==> src/rtl/irq_if.sv <==
// irq_if: CLINT/external interrupt inputs, CSR access port and trap handshake between the core and irq_ctrl.
interface irq_if;
  logic        software_int;
  logic        timer_int;
  logic        ext_int;
  logic [11:0] csr_addr;
  logic        csr_we;
  logic [31:0] csr_wdata;
  logic [31:0] csr_rdata;
  logic        irq_ready;
  logic        trap_req;
  logic [31:0] trap_cause;
  logic        trap_ack;
  logic        mret;
  logic        wfi_wake;
  modport slave (
    input  software_int, timer_int, ext_int, csr_addr, csr_we, csr_wdata, irq_ready, trap_ack, mret,
    output csr_rdata, trap_req, trap_cause, wfi_wake
  );
  modport master (
    output software_int, timer_int, ext_int, csr_addr, csr_we, csr_wdata, irq_ready, trap_ack, mret,
    input  csr_rdata, trap_req, trap_cause, wfi_wake
  );
endinterface

==> src/rtl/irq_ctrl.sv <==
// irq_ctrl: machine-mode interrupt controller holding mstatus/mie/mip/mcause and arbitrating trap requests.
module irq_ctrl #(
  parameter int SYNC_STAGES = 2
) (
  input logic clk,
  input logic rst_n,
  irq_if.slave bus
);
  typedef enum logic {IDLE, REQ} state_t;
  state_t r_state, w_state_nxt;
  logic [SYNC_STAGES-1:0] r_sync;
  // Three-bit source vectors are ordered {MEI, MTI, MSI}
  logic [2:0] r_mie, r_sel, w_mip, w_pend, w_sel, w_wmask;
  logic       r_mstatus_mie, r_mpie, r_mcause_int;
  logic [3:0] r_mcause_code, w_code;
  logic       w_wr_ms, w_wr_mie, w_wr_mc, w_ack, w_mret, w_eligible, w_withdraw;
  assign w_mip      = {r_sync[SYNC_STAGES-1], bus.timer_int, bus.software_int};
  assign w_pend     = w_mip & r_mie;
  assign w_eligible = r_mstatus_mie && |w_pend;
  assign w_sel      = w_pend[2] ? 3'b100 : w_pend[0] ? 3'b001 : w_pend[1] ? 3'b010 : 3'b000;
  assign w_code     = r_sel[2] ? 4'd11 : r_sel[0] ? 4'd3 : r_sel[1] ? 4'd7 : 4'd0;
  assign w_wmask    = {bus.csr_wdata[11], bus.csr_wdata[7], bus.csr_wdata[3]};
  assign w_wr_ms    = bus.csr_we && bus.csr_addr == 12'h300;
  assign w_wr_mie   = bus.csr_we && bus.csr_addr == 12'h304;
  assign w_wr_mc    = bus.csr_we && bus.csr_addr == 12'h342;
  assign w_ack      = r_state == REQ && bus.trap_ack;
  assign w_mret     = r_state == IDLE && bus.mret;
  // A pending request is withdrawn when software disables the source it was raised for
  assign w_withdraw = (w_wr_ms && !bus.csr_wdata[3]) || (w_wr_mie && (w_wmask & r_sel) == 3'b000);
  assign bus.trap_req   = r_state == REQ;
  assign bus.trap_cause = {|r_sel, 27'b0, w_code};
  assign bus.wfi_wake   = |w_pend;
  assign bus.csr_rdata  =
    bus.csr_addr == 12'h300 ? {19'b0, 2'b11, 3'b0, r_mpie, 3'b0, r_mstatus_mie, 3'b0} :
    bus.csr_addr == 12'h304 ? {20'b0, r_mie[2], 3'b0, r_mie[1], 3'b0, r_mie[0], 3'b0} :
    bus.csr_addr == 12'h344 ? {20'b0, w_mip[2], 3'b0, w_mip[1], 3'b0, w_mip[0], 3'b0} :
    bus.csr_addr == 12'h342 ? {r_mcause_int, 27'b0, r_mcause_code} : 32'b0;
  always_comb begin
    w_state_nxt = r_state == IDLE ? ((w_eligible && bus.irq_ready) ? REQ : IDLE)
                                  : ((bus.trap_ack || w_withdraw) ? IDLE : REQ);
  end
  always_ff @(posedge clk or negedge rst_n) begin
    if (!rst_n) begin
      r_state       <= IDLE;
      r_sync        <= '0;
      r_sel         <= 3'b000;
      r_mie         <= 3'b000;
      r_mstatus_mie <= 1'b0;
      r_mpie        <= 1'b0;
      r_mcause_int  <= 1'b0;
      r_mcause_code <= 4'd0;
    end else begin
      r_state <= w_state_nxt;
      r_sync  <= {r_sync[SYNC_STAGES-2:0], bus.ext_int};
      if (r_state == IDLE && w_state_nxt == REQ) r_sel <= w_sel;
      if (w_wr_mie) r_mie <= w_wmask;
      if (w_ack) begin
        r_mpie        <= r_mstatus_mie;
        r_mstatus_mie <= 1'b0;
      end else if (w_wr_ms) begin
        r_mpie        <= bus.csr_wdata[7];
        r_mstatus_mie <= bus.csr_wdata[3];
      end else if (w_mret) begin
        r_mstatus_mie <= r_mpie;
        r_mpie        <= 1'b1;
      end
      if (w_ack) {r_mcause_int, r_mcause_code} <= {|r_sel, w_code};
      else if (w_wr_mc) {r_mcause_int, r_mcause_code} <= {bus.csr_wdata[31], bus.csr_wdata[3:0]};
    end
  end
endmodule

==> src/flat_wrapper.sv <==
// flat-port wrapper written by rule: the top's interface ports become plain ports
module irq_ctrl_flat 
#(
  parameter int SYNC_STAGES = 2
)
  (clk, rst_n, bus_software_int, bus_timer_int, bus_ext_int, bus_csr_addr, bus_csr_we, bus_csr_wdata, bus_irq_ready, bus_trap_ack, bus_mret, bus_csr_rdata, bus_trap_req, bus_trap_cause, bus_wfi_wake);
  irq_if bus_i ();
  input logic clk;
  input logic rst_n;
  input wire logic [$bits(bus_i.software_int)-1:0] bus_software_int;
  input wire logic [$bits(bus_i.timer_int)-1:0] bus_timer_int;
  input wire logic [$bits(bus_i.ext_int)-1:0] bus_ext_int;
  input wire logic [$bits(bus_i.csr_addr)-1:0] bus_csr_addr;
  input wire logic [$bits(bus_i.csr_we)-1:0] bus_csr_we;
  input wire logic [$bits(bus_i.csr_wdata)-1:0] bus_csr_wdata;
  input wire logic [$bits(bus_i.irq_ready)-1:0] bus_irq_ready;
  input wire logic [$bits(bus_i.trap_ack)-1:0] bus_trap_ack;
  input wire logic [$bits(bus_i.mret)-1:0] bus_mret;
  output wire logic [$bits(bus_i.csr_rdata)-1:0] bus_csr_rdata;
  output wire logic [$bits(bus_i.trap_req)-1:0] bus_trap_req;
  output wire logic [$bits(bus_i.trap_cause)-1:0] bus_trap_cause;
  output wire logic [$bits(bus_i.wfi_wake)-1:0] bus_wfi_wake;
  assign bus_i.software_int = bus_software_int;
  assign bus_i.timer_int = bus_timer_int;
  assign bus_i.ext_int = bus_ext_int;
  assign bus_i.csr_addr = bus_csr_addr;
  assign bus_i.csr_we = bus_csr_we;
  assign bus_i.csr_wdata = bus_csr_wdata;
  assign bus_i.irq_ready = bus_irq_ready;
  assign bus_i.trap_ack = bus_trap_ack;
  assign bus_i.mret = bus_mret;
  assign bus_csr_rdata = bus_i.csr_rdata;
  assign bus_trap_req = bus_i.trap_req;
  assign bus_trap_cause = bus_i.trap_cause;
  assign bus_wfi_wake = bus_i.wfi_wake;
  irq_ctrl #(.SYNC_STAGES(SYNC_STAGES)) u_core (.clk(clk), .rst_n(rst_n), .bus(bus_i));
endmodule
==> config.mk <==
export PLATFORM = sky130hd
export DESIGN_NAME = irq_ctrl_flat
export DESIGN_NICKNAME = d
export VERILOG_FILES = /design/src/rtl/irq_if.sv /design/src/rtl/irq_ctrl.sv /design/src/flat_wrapper.sv
export SDC_FILE = /design/constraint.sdc
export NUM_CORES = 1
export LEC_CHECK = 0
export CORE_UTILIZATION = 23
export CTS_BUF_LIST = sky130_fd_sc_hd__clkbuf_8
export DETAILED_ROUTE_END_ITERATION = 7
export PLACE_DENSITY_LB_ADDON = 0.1
export SLEW_MARGIN = 20
export SYNTH_ARGS = -nofsm -noshare
export SYNTH_HDL_FRONTEND = slang
export SYNTH_SLANG_ARGS = --single-unit
==> constraint.sdc <==
create_clock -name clk -period 3.9 [get_ports clk]
set_input_delay 0.78 -clock clk [delete_from_list [all_inputs] [get_ports clk]]
set_output_delay 0.78 -clock clk [all_outputs]
set_load 0.005 [all_outputs]
Word level (Yosys, flattened, before mapping)
Index checks and enable logic that the tools add are counted.

Bits in registers: 16. Bits in read-only memories: 0. Bits in latches: 0. Memories kept: 0. Bits in writable memories: 0. Word-level logic and storage cells: 56.

Reduce and logical (&&, ||, !) cells: 18. Multiplexer cells: 23. Bitwise operators: 3. $lt $le $gt $ge: 0. Shift-type cells: 0. $add $sub $neg: 0. Div/mod/pow operators: 0. $mul: 0. Eq/ne operators: 4.

Operator list (count): $mux 32 (4); $eq 12x10->1 const B (4); $mux 4 (4); $mux 1 (11); $logic_and 1x1->1 (10); $mux 3 (3); $and 3x3->3 (2); $reduce_or 3->1 (2); $logic_not 3->1 (1); $reduce_bool 3->1 (1); $logic_or 1x1->1 (2); $mux 2 (1); $reduce_bool 2->1 (1); $logic_not 1->1 (1); $not 1->1 (1).

Depth between registers and ports, before layout
Gate-level depths: netlist (run 1).

Depth after elaboration: 8. Mapped depth: 5.

Worst setup path after synthesis (run 1)
OpenSTA, ideal clock, no wires.

Path type: input to output. Start point: input port bus_csr_addr[4]. End point: output port bus_csr_rdata[0]. Stages: 4. Buffers on the path: 0. Path slack: 1506 ps. Data required time: 3120 ps. Arrival: 1614 ps. Cell sequence: nor4bb_1 nand3_1 nor2_1 and2_1.

Word-level cells in the longest chain between the ends: 5. Elaborated cells between the ends (all ways): 8. Classes of those cells: 4 x eq/ne; 4 x mux.

Ends and longest elaborated chain: start: declaration (line flat_wrapper.sv:13) `input wire logic [$bits(bus_i.csr_addr)-1:0] bus_csr_addr;`; $eq 12x10->1 (line irq_ctrl.sv:37) `bus.csr_addr == 12'h342 ? {r_mcause_int, 27'b0, r_mcause_code} : 32'b0;`; $mux 32 (line irq_ctrl.sv:37); $mux 32 (line irq_ctrl.sv:36) `bus.csr_addr == 12'h344 ? {20'b0, w_mip[2], 3'b0, w_mip[1], 3'b0, w_mip[0], 3'b0} :`; $mux 32 (line irq_ctrl.sv:35) `bus.csr_addr == 12'h304 ? {20'b0, r_mie[2], 3'b0, r_mie[1], 3'b0, r_mie[0], 3'b0} :`; $mux 32 * (line irq_ctrl.sv:34) `bus.csr_addr == 12'h300 ? {19'b0, 2'b11, 3'b0, r_mpie, 3'b0, r_mstatus_mie, 3'b0} :`; end: declaration (line flat_wrapper.sv:19) `output wire logic [$bits(bus_i.csr_rdata)-1:0] bus_csr_rdata;`.

Every way passes the cells marked *; elsewhere a longest branch is shown, timed or not.

Final worst setup path (run 1)
Start point: input port bus_csr_addr[8]. End point: output port bus_csr_rdata[1].

The elaborated chain is that of the path after synthesis.

==> out/qor.yml, run 1 <==
global_routing:
  grt_max_degree: 17
  gr-total-overflow: 0
  antenna_found_initial: 0
  grt_pass1_vias: 997
  grt_usage: 0.1013
  grt_first_pass_wirelength_um: 4871
timing:
  setup_viol: 0
  rsz0062_at_grt: "false"
  hold_viol: 0
  finalClockSkew_ns: 0.001964
  fin_crit_sh: 0.9263
  fmax_mhz: 276.8
  slew_violations: 0
  finalCriticalPeriod_ns: 3.612
  postLayoutSetupSlackWorst_ns: 0.2876
  setup_tns_ns: 0
  relSlewSlack: 0.4884
  worst_pin_slew_ns: 0.7650
critical_path:
  critPathKind: "input port to primary output"
  timing.rr.start: "u_core.r_sel[1]"
  cp_slowest_cell: "clkdlybuf4s50_1"
  path_common_cell: "clkdlybuf4s50_1"
  endpoint_kind: "primary output"
  critPathRequiredTime_ns: 3.12
  critPathMaxStageDelay_ns: 0.49
  critPathArrivalTime_ns: 2.83
  worst-r2r-setup-slack_ns: 2.60
  rr_endpoint: "u_core.r_mcause_int"
  crit_chain: "clkdlybuf4s50_1 > nor4bb_1 > nand3_1 > nor2_1 > and2_1 > clkdlybuf4s50_1"
  reg2reg_depth: 3
  crit_fanout: 5
  cp-start-kind: "input port"
cells_and_area:
  fin_area_sq_um: 1714
  mostFrequentLayoutCell: "conb_1"
  antennaDiodeCount: 0
  drive_gt1_frac: 0.07426
  area_growth_pct: 23.98
  fin_nets: 256
  mostFrequentLayoutCells: "conb_1 (51), clkdlybuf4s50_1 (42), dfrtp_1 (16)"
placed_design:
  place_area_sq_um: 1659
  gp_congestion: 0.7237
  pre_cts_ws_ns: 0.2597
  hpwl_um: 2521
  port_buffers: 42
job:
  maxCapViolCount: 0
min_path:
  hp-class: "flop to flop"
  whs_path_depth: 0
  hp-start: "u_core.r_sync[0]"
  hold_end: "u_core.r_sync[1]"
pwr:
  p_leak_nw: 0.7428
  switching_power_mw: 0.1028
  powerDensity_nw_per_um2: 236.9
  sequentialPowerShare: 0.435
  pwr-share-clk: 0.372
  combPwrFrac: 0.192
  internal_power_mw: 0.3033
  ir_drop_uv: 194.9
  swShare: 0.2532
yosys:
  yosys_warnings: 0
  synth_top_cell_area_share: 0.2986
  synth_area_sq_um: 1383
  syn_inst: 162
  avgSynthCellArea_sq_um: 8.534
  synth.distinct_cells: 36
  synth_top_area_cell: "buf_4"
  synth_area_leaders: "buf_4 (30%), dfrtp_1 (29%), mux2_2 (4.9%)"
  synth_seq_cells: 16
  ys_seq_area_frac: 0.2896
clock_tree:
  numCtsBuffers: 3
  clk_latency_ns: 0.25
  clk_pin_slew_ns: 0.07
  root_buffer: "clkbuf_8"
  cts_tree: "yes"
  post_cts_buffers: 0
  cts_buffer_depth: 2
  clock-sinks: 16
  cts_max_level: 1
  cts_resized: 0
  cts_hold_buf: 0
detailed_routing:
  drt_pass1_iterations: 4
  wl_per_cell_um: 11.14
  viasPerCell: 3.920
  drcViolationCount: 0
  wirelength_um: 3052
  vias: 1074
  drtIter0Drc: 19
  antenna_left: 0
die:
  die_h_um: 79.53
  dieArea_sq_um: 6325
  die_w_um: 79.53
  std_cell_rows: 27
  coreArea_sq_um: 5642
  start_util: 0.2451
  io_pins: 119
status:
  run_status: "completed"
[Yosys cell counts]
cell type,n
or3_1,3
nand2b_1,1
nand3_1,6
nor3b_1,2
o21ai_1,1
mux2_2,6
and2_1,4
o2bb2ai_1,1
and2_2,1
a31oi_1,2
nand2_1,9
or2_2,1
inv_1,5
dlygate4sd1_1,1
o22a_1,1
nor3_1,10
o31ai_1,1
a222oi_1,1
buf_4,55
nor4bb_1,1
a22oi_1,2
nor4_4,1
dfrtp_1,16
nand3b_1,2
nand3b_2,1
o311ai_0,1
conb_1,1
nand4bb_1,1
and3b_1,1
a21oi_1,3
nor4_1,1
a211oi_1,3
nor2_1,13
o21ai_0,1
or4b_4,1
nand4_1,2
[worst max-delay path, delay by kind of cell]
| family | cells | cell delay [ns] |
|---|---|---|
| simple gates | 4 | 1.10 |
| buf+inv | 2 | 0.96 |
[flip-flops by register name, indices dropped and copies added (netlist names)]
register / count
u_core.r_mcause_code: 4
u_core.r_mie: 3
u_core.r_sel: 3
u_core.r_sync: 2
u_core.bus.trap_req: 1
u_core.r_mcause_int: 1
u_core.r_mpie: 1
u_core.r_mstatus_mie: 1
[worst max path at each step]
stage,startpoint,cells past startpoint,to
final,bus_csr_addr[8],6,bus_csr_rdata[1]
after global routing,bus_csr_addr[8],6,bus_csr_rdata[31]
after CTS,bus_csr_addr[8],6,bus_csr_rdata[0]
after detailed placement,bus_csr_addr[8],6,bus_csr_rdata[0]
after global placement,bus_csr_addr[8],6,bus_csr_rdata[0]
after floorplan,bus_csr_addr[4],4,bus_csr_rdata[0]
[cell families (layout without fill, tap and decap cells)]
family | after synthesis | after routing | share of synthesized area
other | 1 | 51 | 0.002712
multiplexers | 6 | 6 | 0.04887
buffers and inverters | 61 | 51 | 0.3186
flip-flops | 16 | 16 | 0.2896
AO/OA/AOI/OAI | 17 | 17 | 0.08596
AND/OR/NAND/NOR | 61 | 61 | 0.2543
[final cells by class]
type,instances,area [sq um]
timing repair buffer,42,420.4
inverter,5,18.77
tap,72,90.09
fill,619,3928
multi-input combinational,135,729.5
clock buffer,4,55.05
sequential,16,400.4
[per-stage QoR]
step,hold WS (ns),utilization,power [mW],cells
2_1_floorplan,0.3312,-,0.2527,212
3_3_place_gp,0.3347,0.2941,0.2588,270
3_5_place_dp,0.3370,0.2941,0.2585,270
4_1_cts,0.3532,0.3038,0.4108,274
5_1_grt,0.3689,0.3038,0.4300,274
6_report,0.3508,0.3038,0.4061,274
[power groups by stage]
| stage | combinational [mW] | sequential [mW] | clock, mW |
|---|---|---|---|
| after CTS | 0.0787 | 0.177 | 0.155 |
| after detailed placement | 0.0785 | 0.180 | 0 |
| final | 0.0781 | 0.177 | 0.151 |
| after global placement | 0.0788 | 0.180 | 0 |
| after global routing | 0.0889 | 0.178 | 0.163 |
| after floorplan | 0.0741 | 0.179 | 0 |
[metal layers]
layer / track usage / vias to the layer above / part of all wire / wire length [um]
met5: 0 / - / 0 / 0
met4: 0.01091 / 0 / 0.0043 / 13
met3: 0.03314 / 2 / 0.071 / 218
met2: 0.1667 / 52 / 0.48 / 1469
met1: 0.1318 / 489 / 0.44 / 1350
li1: - / 531 / - / -
(Power assumes the default switching activity.)
==> run 2: changes to the inputs <==
--- a/config.mk
+++ b/config.mk
@@ -7,6 +7,7 @@
 export LEC_CHECK = 0
 export CORE_UTILIZATION = 23
 export CTS_BUF_LIST = sky130_fd_sc_hd__clkbuf_8
+export CTS_CLUSTER_SIZE = 14
 export DETAILED_ROUTE_END_ITERATION = 7
 export PLACE_DENSITY_LB_ADDON = 0.1
 export SLEW_MARGIN = 20
==> results of run 2 <==
No change in the layout: final DEF, timing and power equal those of run 1.
